===== src/rtl/m68k_bus_arbiter.sv =====
// 68000 bus-mastership arbiter: shares the Amiga bus between the Pi bus-cycle engine
// and external DMA masters (BR/BG/BGACK), stepping only on synchronized M68K_CLK falls.
module m68k_bus_arbiter #(
  parameter int SYNC_STAGES   = 2,
  parameter int GRANT_TIMEOUT = 16,
  parameter int RECLAIM_DELAY = 1
) (
  input  logic       PI_CLK,
  input  logic       RESET_n,
  input  logic       M68K_CLK,
  input  logic       M68K_BR_n,
  input  logic       M68K_BGACK_n,
  input  logic       bus_as_n,
  input  logic       txn_req,
  input  logic       txn_busy,
  input  logic       err_clr,
  output logic       txn_ack,
  output logic       M68K_BG_n,
  output logic       bus_oe_n,
  output logic [2:0] arb_state,
  output logic       timeout_err
);

  localparam int SS = (SYNC_STAGES < 2) ? 2 : SYNC_STAGES;

  typedef enum logic [2:0] {
    WAIT_FREE  = 3'd0,
    OWN_IDLE   = 3'd1,
    OWN_BUSY   = 3'd2,
    GRANT_PEND = 3'd3,
    RELEASED   = 3'd4,
    RECLAIM    = 3'd5
  } state_t;

  logic [SS-1:0] r_sync_clk;
  logic [SS-1:0] r_sync_br;
  logic [SS-1:0] r_sync_bgack;
  logic [SS-1:0] r_sync_as;
  logic          r_clk_prev;
  logic          r_c7m_fall;

  state_t        r_state;
  logic [7:0]    r_cnt;
  logic          r_pri_pi;
  logic          r_bg_n;
  logic          r_oe_n;
  logic          r_ack;
  logic          r_err;

  logic          w_clk_s;
  logic          w_br_s;
  logic          w_bgack_s;
  logic          w_as_s;
  logic          w_fall_edge;

  assign w_clk_s     = r_sync_clk[SS-1];
  assign w_br_s      = r_sync_br[SS-1];
  assign w_bgack_s   = r_sync_bgack[SS-1];
  assign w_as_s      = r_sync_as[SS-1];
  assign w_fall_edge = r_clk_prev & ~w_clk_s;

  // Synchronizers preset to the negated level so reset never fabricates a request or edge
  always_ff @(posedge PI_CLK) begin
    if (!RESET_n) begin
      r_sync_clk   <= '1;
      r_sync_br    <= '1;
      r_sync_bgack <= '1;
      r_sync_as    <= '1;
      r_clk_prev   <= 1'b1;
      r_c7m_fall   <= 1'b0;
    end else begin
      r_sync_clk   <= {r_sync_clk[SS-2:0], M68K_CLK};
      r_sync_br    <= {r_sync_br[SS-2:0], M68K_BR_n};
      r_sync_bgack <= {r_sync_bgack[SS-2:0], M68K_BGACK_n};
      r_sync_as    <= {r_sync_as[SS-2:0], bus_as_n};
      r_clk_prev   <= w_clk_s;
      r_c7m_fall   <= w_fall_edge;
    end
  end

  always_ff @(posedge PI_CLK) begin
    if (!RESET_n) begin
      r_state  <= WAIT_FREE;
      r_cnt    <= 8'd0;
      r_pri_pi <= 1'b0;
      r_bg_n   <= 1'b1;
      r_oe_n   <= 1'b1;
      r_ack    <= 1'b0;
      r_err    <= 1'b0;
    end else begin
      r_ack <= 1'b0;
      // A timeout set later in this block overrides a coincident clear
      if (err_clr) r_err <= 1'b0;
      if (r_c7m_fall) begin
        case (r_state)
          WAIT_FREE: begin
            if (w_bgack_s && w_as_s) begin
              if (r_cnt >= 8'd1) begin
                r_cnt   <= 8'd0;
                r_oe_n  <= 1'b0;
                r_state <= OWN_IDLE;
              end else begin
                r_cnt <= r_cnt + 8'd1;
              end
            end else begin
              r_cnt <= 8'd0;
            end
          end
          OWN_IDLE: begin
            if (r_pri_pi && txn_req) begin
              r_ack    <= 1'b1;
              r_pri_pi <= 1'b0;
              r_state  <= OWN_BUSY;
            end else if (!w_br_s) begin
              r_bg_n  <= 1'b0;
              r_oe_n  <= 1'b1;
              r_cnt   <= 8'(GRANT_TIMEOUT);
              r_state <= GRANT_PEND;
            end else if (txn_req) begin
              r_ack   <= 1'b1;
              r_state <= OWN_BUSY;
            end
          end
          OWN_BUSY: begin
            if (!txn_busy) r_state <= OWN_IDLE;
          end
          GRANT_PEND: begin
            if (!w_bgack_s) begin
              r_bg_n  <= 1'b1;
              r_state <= RELEASED;
            end else if (w_br_s) begin
              r_bg_n  <= 1'b1;
              r_oe_n  <= 1'b0;
              r_state <= OWN_IDLE;
            end else if (r_cnt <= 8'd1) begin
              r_cnt   <= 8'd0;
              r_bg_n  <= 1'b1;
              r_oe_n  <= 1'b0;
              r_err   <= 1'b1;
              r_state <= OWN_IDLE;
            end else begin
              r_cnt <= r_cnt - 8'd1;
            end
          end
          RELEASED: begin
            if (w_bgack_s) begin
              r_cnt   <= 8'(RECLAIM_DELAY);
              r_state <= RECLAIM;
            end
          end
          RECLAIM: begin
            // The external master's last AS must be fully gone before we drive the bus
            if (!w_as_s) begin
              r_cnt <= 8'(RECLAIM_DELAY);
            end else if (r_cnt <= 8'd1) begin
              r_cnt    <= 8'd0;
              r_pri_pi <= 1'b1;
              r_oe_n   <= 1'b0;
              r_state  <= OWN_IDLE;
            end else begin
              r_cnt <= r_cnt - 8'd1;
            end
          end
          default: begin
            r_bg_n  <= 1'b1;
            r_oe_n  <= 1'b1;
            r_cnt   <= 8'd0;
            r_state <= WAIT_FREE;
          end
        endcase
      end
    end
  end

  assign txn_ack     = r_ack;
  assign M68K_BG_n   = r_bg_n;
  assign bus_oe_n    = r_oe_n;
  assign arb_state   = r_state;
  assign timeout_err = r_err;

endmodule


===== config.mk =====
export PLATFORM = sky130hd
export DESIGN_NAME = m68k_bus_arbiter
export DESIGN_NICKNAME = d
export VERILOG_FILES = /design/src/rtl/m68k_bus_arbiter.sv
export SDC_FILE = /design/constraint.sdc
export NUM_CORES = 1
export LEC_CHECK = 0
export BUFFER_PORTS_ARGS = -buffer_cell sky130_fd_sc_hd__buf_2
export CORE_ASPECT_RATIO = 1.75
export CORE_UTILIZATION = 50
export DETAILED_ROUTE_END_ITERATION = 7
export GPL_ROUTABILITY_DRIVEN = 0
export PLACE_DENSITY_LB_ADDON = 0.12
export SLEW_MARGIN = 10
export SYNTH_ARGS = -nofsm -noshare
export SYNTH_HDL_FRONTEND = slang
export SYNTH_SLANG_ARGS = --single-unit

===== constraint.sdc =====
create_clock -name PI_CLK -period 1.8 [get_ports PI_CLK]
set_input_delay 0.18 -clock PI_CLK [delete_from_list [all_inputs] [get_ports PI_CLK]]
set_output_delay 0.18 -clock PI_CLK [all_outputs]
set_load 0.02 [all_outputs]

# Word level (Yosys, flattened, before mapping)
# Cells that the tools add are included.
# word_totals
ff_bits	26
inputBits	9
out_inout_bits	7
wordCells	101
# op_classes
add_sub_neg	2
order_cmp	2
eq_ne	18
muxes	49
bitwise	5
reduce_logical	12
# ops
operator	n
two-way mux 8 bit	9
case mux 8 bit (6 select lines)	1
two-way mux 3 bit	11
two-way mux 1 bit	24
!= test 2 bit, second input constant	11
case mux 3 bit (6 select lines)	1
AND reduction 7 bit	2
AND reduction 5 bit	2
adder 8 x 1 -> 8 bit, second input constant	1
greater-or-equal comparator 8 x 1 -> 1 bit, second input constant	1
<= comparator 8 x 1 -> 1 bit, second input constant	1
!= test 4 bit, second input constant	2
AND reduction 8 bit	1
subtractor 8 x 1 -> 8 bit, second input constant	1
== test 3 x 2 -> 1 bit, second input constant	2
== test 3 bit, second input constant	2
case mux 1 bit (5 select lines)	1
inverter 1 bit	4
OR reduction 4 bit	1
== test 3 x 1 -> 1 bit, second input constant	1
zero test 3 bit	1
case mux 1 bit (3 select lines)	1
AND reduction 3 bit	1
logical AND 1 bit	2
4 further kinds	4

# Logic depth before layout (Yosys ltp)
# Gate-level depths: netlist of run 1.
# logic_depth
ltp_word	6
ltp_mapped	7
mapped_depth_nobuf	7

# Worst setup path after synthesis of run 1
# OpenSTA, ideal clock, no wires.
# synth_path
kind	flip-flop to flip-flop
start	register r_state[0] (netlist: arb_state[0])
end	register r_state[1] (netlist: arb_state[1])
setup_ns	0.086
arrival_ns	1.899
required_ns	1.714
setup_slack_ns	-0.185
path_stages_with_launch	6
path_buffers	1
synth_period_minus_slack_ns	1.985
path_cell_list	dfxtp_1 buf_2 or3b_1 or3b_2 and4_1 a211oi_1
# synth_via
elab_chain_len	3
elab_cells_between_ends	14
classes_between	eq/ne (11); mux (1); reduce/logical (2)
# synth_lines
element	line_no	rtl
start: declaration	42	state_t r_state;
start signal: assignment	83	r_state <= WAIT_FREE;
start signal: assignment	101	r_state <= OWN_IDLE;
start signal: assignment	113	r_state <= OWN_BUSY;
== test 3 x 1 -> 1 bit (tied with other cells)	95	case (r_state)
!= test 4 bit (no source line) or != test 2 bit (tied branches)	-	
AND reduction 7 bit (no source line)	-	
# Parallel ways exist; a longest one is shown, timed or not.
# A chain may end at the register's enable or synchronous reset.

# Final worst setup path of run 1
# layout_path
start	register r_cnt[7]
end	register r_oe_n (netlist: bus_oe_n)
# layout_via
elab_chain_len	5
elab_cells_between_ends	9
classes_between	order compare (2); eq/ne (1); mux (5); reduce/logical (1)
# layout_lines
element	line_no	rtl
start: declaration	43	logic [7:0] r_cnt;
start signal: assignment	103	r_cnt <= r_cnt + 8'd1;
start signal: assignment	117	r_cnt <= 8'(GRANT_TIMEOUT);
start signal: assignment	142	r_cnt <= r_cnt - 8'd1;
<= comparator 8 x 1 -> 1 bit	135, 155	
two-way mux 1 bit (3 in series)	-	
case mux 1 bit (5 select lines)	-	
end signal: assignment	87	r_oe_n <= 1'b1;
end signal: assignment	100	r_oe_n <= 1'b0;
end signal: assignment	116	r_oe_n <= 1'b1;
end: declaration	46	logic r_oe_n;
# Parallel ways exist; a longest one is shown, timed or not. The select of a mux whose other input is x is not followed.

==> metrics.yaml, run 1 <==
outcome:
  run_status: "finished with violations"
  violations: "setup timing"
logic_synthesis:
  synthesis.nets: 195
  synth_adder_area_share_pct: 2.50
  ys_warn_count: 0
  syn_avg_cell_area_sq_um: 8.20
  synth_top_area_share_pct: 34.7
  yosys.area.top_type: "dfxtp_1"
  synth_area_leaders: "dfxtp_1 35%, nand2b_1 6.3%, nor2_1 3.8%, a21o_1 3.5%, nand2_1 3.5%"
  seq_area_frac_synth_pct: 34.7
  synth_top_family_by_area: "simple AND/OR/NAND/NOR gates"
  synth_area_sq_um: 1500
  synth_cell_types: 49
  synth_seq_cells: 26
  synth_xor_area_share_pct: 0
  synth-compound-area-share_pct: 25.2
  synthCells: 183
  synth-simple-area-share_pct: 31.3
  muxShareOfSynthArea_pct: 1.42
timing:
  min_period_ns: 1.91
  tightestPinTransition_ns: 0.512
  max_freq_mhz: 523
  setup_slack_ns: -0.113
  setup_viol: 6
  worst_hold_slack_ns: 0.0801
  slew_headroom_pct: 65.5
  skew_ns: 0.00682
  hold_viol_final: 0
  rsz0062_at_grt: "yes"
  drv_slew: 0
  period_share_pct: 106
setup_path:
  crit_arrival_ns: 2.08
  rr_worst_depth: 5
  reg2reg_slack_ns: -0.11
  cp.required_ns: 1.97
  startpoint_type: "flip-flop"
  r2r-end: "bus_oe_n"
  critPathCaptureType: "flip-flop"
  cp_max_fo: 3
  path_class: "reg -> reg"
  r2r_start: "r_cnt[7]"
clocking:
  clkSlewWorstSetupHoldPaths_ns: 0.09
  cts_buffer_depth: 2
  clk_latency_ns: 0.28
  cts_buffers: 3
  cts_tree: "done"
  htree_levels: 1
  cts-root-buf: "clkbuf_8"
  cts.sinks: 26
worst_hold_path:
  holdCritPathClass: "in -> reg"
  whs_path_depth: 2
  hold_end: "r_sync_bgack[0]"
  holdCritStartpoint: "M68K_BGACK_n"
final_layout:
  syn_to_final_growth_pct: 32.3
  diodes: 0
  n_fill_cell: 224
  seq_area_sq_um: 528
  drive_above_1_share_pct: 36.5
  multi_input_area_sq_um: 1010
  fin_nets: 235
drt:
  routed_wl_um: 4050
  drt_iter0_markers: 50
  drc_errors: 0
  first_pass_iters: 4
  vias_per_cell: 6.30
  vias: 1574
  drtAntennaViolNets: 0
  wl_per_cell_um: 16.2
die:
  ios: 16
  placementRows: 26
  core-area_sq_um: 2900
  fp.dieW_um: 43.4
  die_y_um: 74.5
  initial_core_util_pct: 51.8
  die_area_sq_um: 3230
placed_design:
  dp.final_hpwl_um: 2960
  post-place-ws_ns: -0.125
  port_buffers: 15
global_routing:
  antenna_found_initial: 0
  grt_pass1_wl_um: 6090
  grtUsageTotal_pct: 25.3
  grt-ovfl-total: 0
  grt_pass1_vias: 1464
  grt_max_degree: 21
power:
  powerDensity_nw_per_um2: 606
  power.leakage_uw: 0.000885
  total_power_uw: 1200
  irDropWorstVdd_mv: 0.795
flow_run:
  drv_cap: 0
==> cell usage in the layout (no fill, tap or decap), types with 5 or more instances in the layout <==
master,Yosys,final
dfxtp_1,26,22
buf_2,2,15
inv_1,11,11
nand3_1,5,5
a21o_1,7,7
nand2b_1,15,15
nand2_1,14,13
o21ai_0,7,5
buf_4,0,26
nor2_1,15,13
==> final cells by class <==
class,count,area share [%]
Sequential cell,26,26.6
Tap cell,28,1.77
Inverter,11,2.08
Clock buffer,4,3.34
Multi-Input combinational cell,138,51.0
Timing Repair Buffer,43,15.2
==> state kept, by name, summed over array words and instances, names as in the netlist, 2 cells and up <==
| register | cells |
|---|---|
| r_sync_clk | 2 |
| r_sync_as | 2 |
| arb_state | 3 |
| r_sync_br | 2 |
| r_sync_bgack | 2 |
| r_cnt | 8 |
==> logic make-up (layout without fill, tap and decap cells) <==
logic type               count (synthesis)  after routing
AO/OA/AOI/OAI                           50             50
flip-flops                              26             26
AND/OR/NAND/NOR                         83             83
buffers and inverters                   19             58
adder cells (fa/ha/maj)                  3              3
multiplexers                             2              2
==> where the power goes <==
| part | switching, uW | leakage (uW) | internal [uW] | total [uW] |
|---|---|---|---|---|
| registers | 11.3 | 0.000214 | 586 | 597 |
| logic | 82.2 | 0.000637 | 83.7 | 166 |
| clock network | 198 | 0.0000339 | 242 | 440 |
| total | 292 | 0.000885 | 912 | 1200 |
==> Yosys cell counts, drive strengths merged <==
cell type  number
dfxtp          26
nand2b         15
nor2           15
nand2          14
inv            11
a21o            7
o21ai           7
a211oi          6
a21oi           6
clkbuf          6
nor3            6
nand3           5
nand4           4
nor2b           4
or3             4
or3b            4
a32oi           3
ha              3
nor4            3
a221oi          2
a22o            2
a2bb2oi         2
buf             2
o21bai          2
o22ai           2
o31ai           2
or2             2
a211o           1
a22oi           1
a31oi           1
a41oi           1
and3b           1
and4            1
and4b           1
mux2            1
mux2i           1
nand3b          1
nand4b          1
o21a            1
o21ba           1
o221ai          1
o22a            1
o32ai           1
or4             1
or4b            1
==> per-layer routing <==
layer / global-route usage, % / wire [um] / share of wire (%) / vias to the layer above
met2: 49.7 / 2220 / 55 / 52
met4: 18.1 / 204 / 5.0 / 0
met5: 0 / 0 / 0 / -
li1: - / - / - / 746
met3: 3.16 / 122 / 3.0 / 20
met1: 22.8 / 1500 / 37 / 756
==> critical path: stages (launching register included) <==
cell,delay [ns]
dfxtp_2,0.33
or4_4,0.55
or3_4,0.41
a2bb2oi_2,0.14
o221ai_1,0.11
mux2_2,0.27
==> through the flow <==
step / cells / setup TNS, ns / utilization, % / cell area (sq um)
after floorplan: 183 / -0.0991 / - / 1530
after global placement: 245 / -0.201 / 62.7 / 1820
after detailed placement: 245 / -0.323 / 62.7 / 1820
after CTS: 250 / -0.321 / 66.7 / 1930
after global routing: 250 / -0.887 / 68.5 / 1980
final: 250 / -0.334 / 68.5 / 1980
==> how the worst max path moves through the flow <==
stage / start / end / slack (ns) / depth (start not counted)
6_report: r_cnt[7] / bus_oe_n / -0.11 / 5
5_1_grt: r_cnt[7] / bus_oe_n / -0.17 / 5
4_1_cts: r_cnt[7] / bus_oe_n / -0.12 / 5
3_5_place_dp: r_cnt[0] / bus_oe_n / -0.12 / 7
3_3_place_gp: r_cnt[0] / bus_oe_n / -0.07 / 7
2_1_floorplan: r_cnt[7] / bus_oe_n / -0.05 / 5
==> repair_timing <==
item | CTS | global route
pin swaps | 4 | 6
hold buffers | 0 | 0
setup buffers | 1 | 0
resized for setup | 9 | 15
endpoints found under the setup margin | 9 | 14
(Power assumes the default switching activity.)
==> inputs of run 2 (changes only) <==
--- a/config.mk
+++ b/config.mk
@@ -6,8 +6,11 @@
 export NUM_CORES = 1
 export LEC_CHECK = 0
 export BUFFER_PORTS_ARGS = -buffer_cell sky130_fd_sc_hd__buf_2
+export CAP_MARGIN = 20
+export CELL_PAD_IN_SITES_DETAIL_PLACEMENT = 1
+export CELL_PAD_IN_SITES_GLOBAL_PLACEMENT = 1
 export CORE_ASPECT_RATIO = 1.75
-export CORE_UTILIZATION = 50
+export CORE_UTILIZATION = 39
 export DETAILED_ROUTE_END_ITERATION = 7
 export GPL_ROUTABILITY_DRIVEN = 0
 export PLACE_DENSITY_LB_ADDON = 0.12
==> run 2 against run 1 <==
The flow still finishes with violations (setup timing). Sequential power is essentially flat. First-iteration DRC count is 40% lower. Non-clock buffer count up 9. Critical path depth up 3. Utilization fell by 12 points. Register-to-register slack barely moved. Critical path type unchanged.
==> metrics.yaml, run 2 (same netlist as run 1, synthesis figures left out) <==
timing:
  setup_viol: 7
  rsz0062_at_grt: "yes"
  period_share_pct: 107
  skew_ns: 0.00190
  drv_slew: 0
  tightestPinTransition_ns: 0.448
  max_freq_mhz: 519
  min_period_ns: 1.93
  hold_viol_final: 0
  setup_slack_ns: -0.125
  slew_headroom_pct: 69.9
clocking:
  cts.sinks: 26
  cts_buffer_depth: 2
  cts_hold_buf: 0
  cts-root-buf: "clkbuf_8"
  clk_latency_ns: 0.27
  cts_tree: "done"
  cts_buffers: 3
  clkSlewWorstSetupHoldPaths_ns: 0.09
  htree_levels: 1
global_routing:
  grt_max_degree: 17
  grt_pass1_wl_um: 7940
  antenna_found_initial: 0
  grt_pass1_vias: 1741
  grtUsageTotal_pct: 25.4
  grt-ovfl-total: 0
die:
  die_y_um: 84.0
  placementRows: 29
  fp.dieW_um: 48.9
  ios: 16
  core-area_sq_um: 3660
  initial_core_util_pct: 40.9
  die_area_sq_um: 4110
final_layout:
  syn_to_final_growth_pct: 39.0
  n_fill_cell: 447
  final_cell_area_sq_um: 2090
  largest_register: "r_cnt"
  final_common_cell: "buf_4"
  seq_area_sq_um: 528
  final_cell_mix: "35 x buf_4, 22 x dfxtp_1, 15 x nand2b_1, 15 x buf_2, 14 x nor2_1"
  largest_reg_flops: 8
  drive_above_1_share_pct: 40.7
  fin_nets: 244
  fin_cells: 277
  diodes: 0
  multi_input_area_sq_um: 1040
  final_util_pct: 56.9
drt:
  vias: 1613
  vias_per_cell: 5.82
  wl_per_cell_um: 19.3
  drt_iter0_markers: 30
  drtAntennaViolNets: 0
  routed_wl_um: 5360
  first_pass_iters: 4
  drc_errors: 0
outcome:
  violations: "setup timing"
  run_status: "finished with violations"
setup_path:
  startpoint_type: "flip-flop"
  path_class: "reg -> reg"
  slowest_stage: "or4_4"
  crit_arrival_ns: 2.14
  cp.required_ns: 2.02
  crit_family: "simple AND/OR/NAND/NOR gates"
  critPathCaptureType: "flip-flop"
  cp_max_fo: 3
  worst-path-buf-inv: 3
  cpMostUsedCell: "buf_6"
  max_stage_delay_ns: 0.57
  worstPathCellList: "or4_4 > buf_6 > nor4_4 > buf_4 > buf_6 > nand2_2 > o21ai_1 > a22o_1"
power:
  powerDensity_nw_per_um2: 557
  swShare_pct: 24.9
  p_comb_share_pct: 16.2
  p_clk_share_pct: 32.4
  power_frac_seq_pct: 51.4
  irDropWorstVdd_mv: 0.623
  power.leakage_uw: 0.000921
  p_sw_uw: 289
  intPower_uw: 874
placed_design:
  dp_cells: 269
  dpl_cell_area_sq_um: 1870
  dp.final_hpwl_um: 3950
  post-place-ws_ns: -0.103
  port_buffers: 15
worst_hold_path:
  holdCritPathClass: "in -> reg"
flow_run:
  drv_cap: 0
run 2: cell types whose count changed in the layout (fill, tap and decap cells not counted), moves of 2 or more:
cell and change:
buf_4 +9, nor2_2 -2, a211oi_2 +2, a211oi_1 -2
run 2: through the flow:
step / hold WS [ns] / TNS [ns] / power (uW)
3_5_place_dp: 0.366 / -0.521 / 761
2_1_floorplan: 0.275 / -0.0991 / 692
5_1_grt: 0.0829 / -0.862 / 1200
6_report: 0.0807 / -0.519 / 1160
4_1_cts: 0.0807 / -0.342 / 1150
3_3_place_gp: 0.364 / -0.144 / 754
run 2: final timing paths:
check / endpoint / cells past startpoint / slack [ns] / startpoint
setup / recovery: r_cnt[1] / 8 / -0.13 / r_cnt[7]
hold reg to reg: r_c7m_fall / 2 / 0.42 / r_clk_prev
hold / removal: r_sync_br[0] / 2 / 0.08 / M68K_BR_n
setup reg to reg: r_cnt[1] / 8 / -0.13 / r_cnt[7]
run 2: repair_timing:
action | 4_1_cts | 5_1_grt
gates resized for setup | 7 | 23
setup endpoints to repair | 12 | 13
endpoints found under the hold margin | 0 | 0
pin swaps | 1 | 5
buffers inserted | 1 | 3
run 2: routing by layer:
layer | up-vias | routed length [um] | track usage [%]
met5 | - | 0 | 0
met4 | 0 | 141 | 13.4
met3 | 13 | 84 | 2.00
met2 | 24 | 3250 | 53.5
met1 | 809 | 1880 | 21.9
li1 | 767 | - | -
run 2: area by class of cell:
class / count / share of cell area (%)
clock buffers: 4 / 2.64
inverters: 11 / 1.98
multi-input cells: 138 / 50.0
flip-flops and latches: 26 / 25.3
well taps: 46 / 2.76
repair buffers: 52 / 17.3
run 2: worst reg2reg max path: cells and delay by family, from the launching register on:
kind,cells,cell delay [ns]
compound gates,2,0.21
buf+inv,3,0.43
flops,1,0.33
simple gates,3,0.91
run 2: power groups by stage:
stage | registers, uW | logic [uW] | clock network (uW)
5_1_grt | 599 | 200 | 402
3_5_place_dp | 610 | 151 | 0
3_3_place_gp | 610 | 144 | 0
4_1_cts | 597 | 156 | 393
2_1_floorplan | 609 | 83.2 | 0
6_report | 598 | 188 | 377
==> inputs of run 3 (changes only) <==
--- a/config.mk
+++ b/config.mk
@@ -5,12 +5,13 @@
 export SDC_FILE = /design/constraint.sdc
 export NUM_CORES = 1
 export LEC_CHECK = 0
+export ABC_AREA = 1
 export BUFFER_PORTS_ARGS = -buffer_cell sky130_fd_sc_hd__buf_2
 export CAP_MARGIN = 20
 export CELL_PAD_IN_SITES_DETAIL_PLACEMENT = 1
 export CELL_PAD_IN_SITES_GLOBAL_PLACEMENT = 1
 export CORE_ASPECT_RATIO = 1.75
-export CORE_UTILIZATION = 39
+export CORE_UTILIZATION = 37
 export DETAILED_ROUTE_END_ITERATION = 7
 export GPL_ROUTABILITY_DRIVEN = 0
 export PLACE_DENSITY_LB_ADDON = 0.12
==> run 3 against run 2 <==
Clock skew is essentially flat. Register-to-register slack improved by 0.31 ns. The flow now finishes without violations. Largest cell class unchanged. Sequential share of layout area is 4.7 points higher. Critical path type unchanged. Combinational power down 58%. Critical path depth down 2. Cell area fell by 17%. Sequential power shrank 1%. Global-route usage is 4.0 points lower. Synthesized cell count grew 23%. Non-clock buffer count decreased by 35.
==> metrics.yaml, run 3 <==
timing:
  skew_ns: 0.00167
  period_share_pct: 89.8
  fin_setup_tns_ns: 0
  tightestPinTransition_ns: 0.615
  setup_viol: 0
  min_period_ns: 1.62
  hold_viol_final: 0
  rsz0062_at_grt: "no"
  max_freq_mhz: 618
  slew_headroom_pct: 58.9
  drv_slew: 0
die:
  fp.dieW_um: 50.8
  die_y_um: 87.4
  ios: 16
  placementRows: 30
  die_area_sq_um: 4430
  core-area_sq_um: 3940
  initial_core_util_pct: 39.1
final_layout:
  final_cell_area_sq_um: 1730
  final_cell_mix: "48 x nand2_1, 26 x dfxtp_1, 23 x nand3_1, 22 x inv_1, 20 x nor2_1"
  syn_to_final_growth_pct: 12.6
  n_fill_cell: 556
  final_common_cell: "nand2_1"
  diodes: 0
  largest_register: "r_cnt"
  drive_above_1_share_pct: 25.2
  largest_reg_flops: 8
  fin_nets: 255
worst_hold_path:
  whs_path_depth: 2
  hold_end: "r_sync_as[0]"
  holdCritPathClass: "in -> reg"
  holdCritStartpoint: "bus_as_n"
drt:
  drc_errors: 0
  routed_wl_um: 4030
  vias_per_cell: 5.03
  vias: 1459
  drt_iter0_markers: 17
  wl_per_cell_um: 13.9
  drtAntennaViolNets: 0
  first_pass_iters: 4
clocking:
  cts_tree: "done"
  cts_resized: 0
  cts.sinks: 26
  htree_levels: 1
  cts_hold_buf: 0
  cts_buffer_depth: 2
  cts-root-buf: "clkbuf_8"
  post_cts.repair.setup_buffers: 0
  cts_buffers: 3
  clk_latency_ns: 0.28
  clkSlewWorstSetupHoldPaths_ns: 0.10
power:
  power.leakage_uw: 0.000807
  powerDensity_nw_per_um2: 677
  irDropWorstVdd_mv: 0.493
  power_frac_seq_pct: 50.3
  p_sw_uw: 260
  total_power_uw: 1170
  swShare_pct: 22.2
  intPower_uw: 914
  p_comb_share_pct: 6.7
  p_clk_share_pct: 43.0
global_routing:
  grt-ovfl-total: 0
  antenna_found_initial: 0
  grt_pass1_wl_um: 6980
  grt_max_degree: 22
  grtUsageTotal_pct: 21.3
  grt_pass1_vias: 1547
placed_design:
  dpl_cell_area_sq_um: 1660
  port_buffers: 15
  dp.final_hpwl_um: 3300
logic_synthesis:
  yosysMostFrequentCell: "nand2_1"
  synth_top_family_by_area: "simple AND/OR/NAND/NOR gates"
  ys_warn_count: 0
  async_flop_share_pct: 0
  syn_avg_cell_area_sq_um: 6.85
  muxShareOfSynthArea_pct: 0
  synth_cell_types: 28
  yosys.area.top_type: "dfxtp_1"
  synth_adder_area_share_pct: 2.44
  synth_top_area_share_pct: 33.8
  seq_area_frac_synth_pct: 33.8
  synth-compound-area-share_pct: 8.29
  synth_area_leaders: "dfxtp_1 34%, nand2_1 12%, nand3_1 7.5%, inv_1 5.4%, nand2_2 4.9%"
  synth_area_sq_um: 1540
  synth_seq_cells: 26
  synthCells: 225
  synth_ff_type: "dfxtp_1"
  synth_common_cells: "48 x nand2_1, 26 x dfxtp_1, 23 x nand3_1"
  synth-simple-area-share_pct: 42.6
  synth_edf_count: 0
  synth_xor_area_share_pct: 3.98
  synthesis.nets: 237
setup_path:
  cpMostUsedCell: "nand2_1"
  r2r_start: "arb_state[1]"
  slowest_stage: "dfxtp_1"
  cp_max_fo: 9
  rr_worst_depth: 6
  reg2reg_slack_ns: 0.18
  startpoint_type: "flip-flop"
  critPathCaptureType: "flip-flop"
  cp.required_ns: 1.97
  max_stage_delay_ns: 0.60
  r2r-end: "M68K_BG_n"
  path_class: "reg -> reg"
  worstPathCellList: "inv_2 > o21ai_0 > nor3b_1 > nand2_1 > nand2_1 > nand3_1"
  crit_arrival_ns: 1.79
outcome:
  run_status: "finished, final reports clean"
flow_run:
  drv_cap: 0
-- run 3: cell count changes after synthesis, moves of 8 or more --
| cell | delta |
|---|---|
| a21oi_1 | +8 |
| inv_1 | +11 |
| nand3_1 | +18 |
| nand2_1 | +34 |
| nand2b_1 | -15 |
| nand2_2 | +12 |
-- run 3: final cells by class --
type | instances | area (sq um) | share of cell area (%)
Clock buffer | 3 | 41.3 | 2.38
Clock inverter | 1 | 30.0 | 1.73
Inverter | 28 | 106 | 6.13
Sequential cell | 26 | 520 | 30.0
Tap cell | 48 | 60.1 | 3.46
Multi-Input combinational cell | 167 | 886 | 51.1
Timing Repair Buffer | 17 | 90.1 | 5.19
-- run 3: power groups by stage --
| stage | Sequential, uW | Clock [uW] | Combinational [uW] |
|---|---|---|---|
| floorplan | 603 | 0 | 52.9 |
| global placement | 604 | 0 | 79.6 |
| detailed placement | 605 | 0 | 79.6 |
| CTS | 591 | 514 | 80.3 |
| global route | 592 | 529 | 90.6 |
| finish | 591 | 505 | 78.9 |
-- run 3: worst max-delay path by stage --
stage,from,endpoint,slack (ns),cells past startpoint
6_report,arb_state[1],M68K_BG_n,0.18,6
5_1_grt,r_cnt[0],r_cnt[2],0.01,10
4_1_cts,r_cnt[0],r_cnt[1],0.12,8
3_5_place_dp,r_cnt[0],r_cnt[1],0.16,8
3_3_place_gp,r_cnt[0],r_cnt[1],0.18,8
2_1_floorplan,r_cnt[0],arb_state[1],0.28,7
-- run 3: routing by layer --
layer	GRT usage, %	vias up	part of all wire, %
met5	0	-	0
met4	12.6	0	4.9
met3	2.44	14	2.0
met2	42.5	24	56
met1	19.7	671	37
li1	-	750	-
-- run 3: stage by stage --
stage                     utilization (%)  hold slack, ns  setup WS [ns]  std cells
final                                44.0          0.0762          0.183        290
after global routing                 44.0          0.0790         0.0146        290
after global placement               42.1           0.365          0.176        286
after CTS                            43.9          0.0771          0.121        290
after detailed placement             42.1           0.370          0.158        286
after floorplan                         -           0.264          0.276        225
-- run 3: cells by family after synthesis --
| group | after synthesis |
|---|---|
| buffers and inverters | 32 |
| AOI/OAI and AO/OA | 24 |
| xor gates and xnor gates | 7 |
| DFF | 26 |
| and+or+nand+nor | 133 |
| adders and majority gates | 3 |
-- run 3: critical path: cells and delay by family (launching register included) --
kind | cells | cell delay [ns]
AOI/OAI and AO/OA | 1 | 0.27
buffers and inverters | 1 | 0.12
DFF | 1 | 0.60
and+or+nand+nor | 4 | 0.52
